## src/rtl/std_dffr_pipe.sv

```systemverilog
// Purpose : DEPTH-stage valid/ready register pipeline with flush, occupancy count and optional skid entry (macro STD_DFFR_PIPE_SKID_EN).
// Latency : DEPTH cycles from input handshake to out_vld into an empty pipe; one word per cycle sustained.
// Backpressure: bubbles collapse while out_rdy=0; in_rdy drops once all storage is full (registered in_rdy with the skid entry).
module std_dffr_pipe #(
    parameter int                 WIDTH   = 8,
    parameter int                 DEPTH   = 2,
    parameter logic [WIDTH-1:0]   RST_VAL = {WIDTH{1'b0}},
    localparam int                CW      = $clog2(DEPTH + 2)
) (
    input  logic                  clk,
    input  logic                  rstn,
    input  logic                  flush,
    input  logic                  in_vld,
    output logic                  in_rdy,
    input  logic [WIDTH-1:0]      in_data,
    output logic                  out_vld,
    input  logic                  out_rdy,
    output logic [WIDTH-1:0]      out_data,
    output logic [CW-1:0]         count
);

    // A zero-stage pipe has no output register to drive; refuse to build it.
    generate
        if (DEPTH < 1) begin : g_bad_depth
            $error("std_dffr_pipe: DEPTH must be at least 1");
        end
    endgenerate

    // Per-stage state and the values offered to each stage from upstream.
    logic [DEPTH-1:0] vld_q;
    logic [DEPTH-1:0] vld_nxt;
    logic [DEPTH-1:0] ld;
    logic [DEPTH-1:0] we;
    logic [DEPTH-1:0] up_vld;
    logic [WIDTH-1:0] data_q [DEPTH];
    logic [WIDTH-1:0] up_dat [DEPTH];
    logic [CW-1:0]    count_q;
    logic [CW-1:0]    count_nxt;

    // Stage-0 source: either the skid entry (when occupied) or the input port.
    logic             in_hs;
    logic             src0_vld;
    logic [WIDTH-1:0] src0_dat;

    // A stage may load when it is empty or its content moves on this cycle;
    // the chain walks from the output end back to stage 0.
    always_comb begin
        logic chain;
        ld           = '0;
        chain        = ~vld_q[DEPTH-1] | out_rdy;
        ld[DEPTH-1]  = chain;
        for (int k = DEPTH - 2; k >= 0; k--) begin
            chain = ~vld_q[k] | chain;
            ld[k] = chain;
        end
    end

`ifdef STD_DFFR_PIPE_SKID_EN
    logic             skid_vld_q;
    logic             skid_vld_nxt;
    logic             skid_we;
    logic [WIDTH-1:0] skid_dat_q;

    // in_rdy comes straight from the skid flop, so out_rdy never reaches it.
    assign in_rdy   = ~skid_vld_q & ~flush;
    assign in_hs    = in_vld & in_rdy;
    assign src0_vld = skid_vld_q | in_hs;
    assign src0_dat = skid_vld_q ? skid_dat_q : in_data;

    // Park an accepted word when stage 0 cannot take it; release it as soon as stage 0 loads.
    always_comb begin
        skid_we      = in_hs & ~ld[0];
        skid_vld_nxt = skid_vld_q;
        if (flush) begin
            skid_vld_nxt = 1'b0;
        end else if (skid_vld_q && ld[0]) begin
            skid_vld_nxt = 1'b0;
        end else if (skid_we) begin
            skid_vld_nxt = 1'b1;
        end
    end

    // Skid entry storage; data only written when a word actually parks.
    always_ff @(posedge clk or negedge rstn) begin
        if (!rstn) begin
            skid_vld_q <= 1'b0;
            skid_dat_q <= RST_VAL;
        end else begin
            skid_vld_q <= skid_vld_nxt;
            if (skid_we && !flush) begin
                skid_dat_q <= in_data;
            end
        end
    end
`else
    // Without a skid entry, in_rdy follows the load chain combinationally.
    assign in_rdy   = ld[0] & ~flush;
    assign in_hs    = in_vld & in_rdy;
    assign src0_vld = in_hs;
    assign src0_dat = in_data;
`endif

    // Build the upstream view of every stage: stage 0 sees the source, stage k sees stage k-1.
    always_comb begin
        up_vld[0] = src0_vld;
        up_dat[0] = src0_dat;
        for (int k = 1; k < DEPTH; k++) begin
            up_vld[k] = vld_q[k-1];
            up_dat[k] = data_q[k-1];
        end
    end

    // Next valid bits and data write enables; flush clears occupancy and freezes data.
    always_comb begin
        vld_nxt = vld_q;
        we      = '0;
        for (int k = 0; k < DEPTH; k++) begin
            if (ld[k]) begin
                vld_nxt[k] = up_vld[k];
                we[k]      = up_vld[k];
            end
        end
        if (flush) begin
            vld_nxt = '0;
            we      = '0;
        end
    end

    // Occupancy is the population count of the next-state valid bits, so count is a plain flop.
    always_comb begin
        count_nxt = '0;
        for (int k = 0; k < DEPTH; k++) begin
            count_nxt = count_nxt + CW'(vld_nxt[k]);
        end
`ifdef STD_DFFR_PIPE_SKID_EN
        count_nxt = count_nxt + CW'(skid_vld_nxt);
`endif
    end

    // Stage registers: valid bits every cycle, data only when a word is loaded.
    always_ff @(posedge clk or negedge rstn) begin
        if (!rstn) begin
            vld_q   <= '0;
            count_q <= '0;
            for (int k = 0; k < DEPTH; k++) begin
                data_q[k] <= RST_VAL;
            end
        end else begin
            vld_q   <= vld_nxt;
            count_q <= count_nxt;
            for (int k = 0; k < DEPTH; k++) begin
                if (we[k]) begin
                    data_q[k] <= up_dat[k];
                end
            end
        end
    end

    // A flushing cycle must not present a word downstream.
    assign out_vld  = vld_q[DEPTH-1] & ~flush;
    assign out_data = data_q[DEPTH-1];
    assign count    = count_q;

endmodule

```

## config.mk

```make
export PLATFORM = sky130hd
export DESIGN_NAME = std_dffr_pipe
export DESIGN_NICKNAME = d
export VERILOG_FILES = /design/src/rtl/std_dffr_pipe.sv
export SDC_FILE = /design/constraint.sdc
export NUM_CORES = 1
export LEC_CHECK = 0
export BUFFER_PORTS_ARGS = -buffer_cell sky130_fd_sc_hd__buf_2
export CAP_MARGIN = 20
export CORE_MARGIN = 5
export CORE_UTILIZATION = 25
export CTS_BUF_LIST = sky130_fd_sc_hd__clkbuf_4
export DETAILED_ROUTE_END_ITERATION = 6
export GPL_TIMING_DRIVEN = 0
export PLACE_DENSITY_LB_ADDON = 0.12
export RECOVER_POWER = 50
export SLEW_MARGIN = 20
export SYNTH_ARGS = -nofsm -noshare
export SYNTH_HDL_FRONTEND = slang
export SYNTH_SLANG_ARGS = --single-unit
```

## constraint.sdc

```tcl
create_clock -name clk -period 2.3 [get_ports clk]
set_input_delay 0.46 -clock clk [delete_from_list [all_inputs] [get_ports clk]]
set_output_delay 0.46 -clock clk [all_outputs]
set_load 0.02 [all_outputs]
```

==> run_results.csv <==
group,metric,value,unit
route,avgViaCountPerCell,3.841,
cts,hold_buffers,0,
sta,finalSetupViolCount,0,
synthesis,synth_area,858.3,um2
cts,cts_tree,"done",
global_routing,grt_overflow_total,0,
hold_path,hold_path.class,"in2async",
outcome,status,"complete, no violations",
layout,utilization,0.3251,
critical_path,max_stage_delay,0.42,ns
sta,relSlewSlack,0.2727,
critical_path,start_kind,"flop",
place,port_buffers,24,
global_routing,grt_pass1_wl,2449,um
critical_path,worst-path-buf-inv,1,
pwr,power.density,931.8,mW/mm2
critical_path,crit_family,"flip-flops",
route,finalWirelength,1481,um
synthesis,yosysSeqAreaShare,0.5831,
synthesis,syn_nets,72,
sta,rsz0062_at_grt,"false",
route,postRouteAntennaNets,0,
cts,cts_made_buffers,3,
sta,drv_slew,0,
cts,clock_latency,0.30,ns
critical_path,crit_type,"reg2out",
layout,final_common_cell,"buf_2",
sta,hold_viol,0,
layout,layout_common_cells,"21 x buf_2, 20 x dfrtp_1, 8 x mux2_4, 8 x mux2_2, 8 x buf_4",
synthesis,synth.top_cell.area_share,0.5831,
floorplanning,die_area,0.004705,mm2
layout,fin_nets,101,
cts,cts_sinks,20,
cts,post-cts-setup-buffer-count,0,
pwr,p_leak,0.5533,nW
layout,drive_above_1_share,0.5814,
global_routing,grt_max_degree,21,
critical_path,worstPathCellList,"and3b_1 -> nor2_1 -> buf_2",
cts,htree_levels,1,
floorplanning,rows,21,
global_routing,antenna_found_initial,0,
layout,insertedDiodeCount,0,
sta,period_needed,1.636,ns
global_routing,grt_pass1_vias,527,
critical_path,cp_data_arrival_time,1.18,ns
floorplanning,die_h,68.60,um
sta,worst_pin_slew,1.091,ns
route,firstDrtPassIters,2,
route,drc,0,
critical_path,required,1.84,ns
synthesis,ys_types,14,
cts,clk_pin_slew,0.12,ns
sta,clock_skew,0.01375,ns
synthesis,synth.avg_cell_area,14.80,um2
floorplanning,core-area,0.003337,mm2
route,wl_per_cell,11.22,um
synthesis,ys_warn_count,0,
synthesis,synth-seq-cells,20,
global_routing,grt.total_usage,0.07347,
cts,cts-resized-gates,0,
layout,syn_to_final_growth,26.38,%
sta,clock.fmax,611.2,MHz
critical_path,r2r_slack,0.73,ns
pwr,max-vdd-ir-drop,340.4,uV
synthesis,syn_inst,58,
route,first_iter_violations,4,
cts,cts_buffer_depth,2,
critical_path,end_kind,"output port",
synthesis,yosys-top-cells-area,"dfrtp_1 58%, mux2_4 14%, mux2_2 10%, buf_4 7.0%, nor2_1 1.7%",
place,routabilityCongestion,0.6799,
cts,clock-root-buffer,"clkbuf_4",
floorplanning,die_x,68.60,um
run,max-cap-violations,0,
synthesis,synth.largest_area_cell,"dfrtp_1",
sta,min_period_over_period,0.7114,
floorplanning,num_io_pins,25,
floorplanning,initial_core_util,0.2572,
route,route.vias.total,507,
critical_path,slowest_stage,"dfrtp_1",
critical_path,crit_path_max_fanout,4,
sta,fin_tns_setup,0,ns
[per-stage QoR]
step | hold slack [ns] | instance area [um2] | power [mW] | setup slack (ns) | std cells
2_1_floorplan | 0.1644 | 858.3 | 0.6600 | 0.7499 | 58
3_3_place_gp | 0.4378 | 1036 | 0.7378 | 0.5936 | 128
3_5_place_dp | 0.4407 | 1036 | 0.7410 | 0.6005 | 128
4_1_cts | 0.09106 | 1089 | 1.029 | 0.6338 | 132
5_1_grt | 0.3417 | 1085 | 1.080 | 0.5673 | 132
6_report | 0.3225 | 1085 | 1.011 | 0.6638 | 132
[layout make-up]
cell class,instances,area (um2)
fillers,364,2252
inverters,2,7.507
plain buffers,10,75.07
well taps,46,57.56
repair buffers,24,116.4
clock inverters,1,30.03
multi-input cells,26,275.3
flip-flops and latches,20,500.5
clock buffers,3,22.52
[power by group]
part / internal [mW] / switching (mW) / total [mW]
combinational: 0.154 / 0.120 / 0.274
clock: 0.176 / 0.108 / 0.285
sequential: 0.419 / 0.0329 / 0.452
total: 0.749 / 0.262 / 1.01
[flip-flops by register name, indices dropped and copies added (netlist names)]
name and flops:
data_q 8, out_data 8, vld_q 2, count 2
[cell families (layout without fill, tap and decap cells)]
group                      Yosys count  after routing  synth area share
muxes                               16             16            0.2449
AOI/OAI and AO/OA                    2              2           0.01603
adders and majority gates            1              1           0.01457
buffers and inverters               12             40           0.09621
and+or+nand+nor                      7              7           0.04519
DFF                                 20             20            0.5831
[routing by layer]
| layer | routed length (um) | part of all wire | global-route usage |
|---|---|---|---|
| met5 | 0 | 0 | 0 |
| met4 | 8 | 0.0054 | 0.01489 |
| met3 | 124 | 0.084 | 0.04052 |
| met2 | 651 | 0.44 | 0.1085 |
| met1 | 698 | 0.47 | 0.09391 |
[cell usage after synthesis]
master    number
dfrtp_1       20
buf_4          8
mux2_2         8
mux2_4         8
nor2_1         4
inv_1          2
a211o_1        1
a21oi_1        1
and3b_1        1
buf_6          1
clkbuf_1       1
ha_1           1
nor2b_1        1
or3b_1         1
[final timing paths]
kind,depth (start not counted),startpoint,endpoint
setup / recovery,3,vld_q[1],in_rdy
hold / removal,1,rstn,out_data[5]
setup reg to reg,4,vld_q[1],data_q[14]
hold reg to reg,1,out_data[6],out_data[6]
max in group asynchronous,1,rstn,out_data[3]
min in group clk,2,in_data[1],data_q[9]
(Power assumes the default switching activity.)
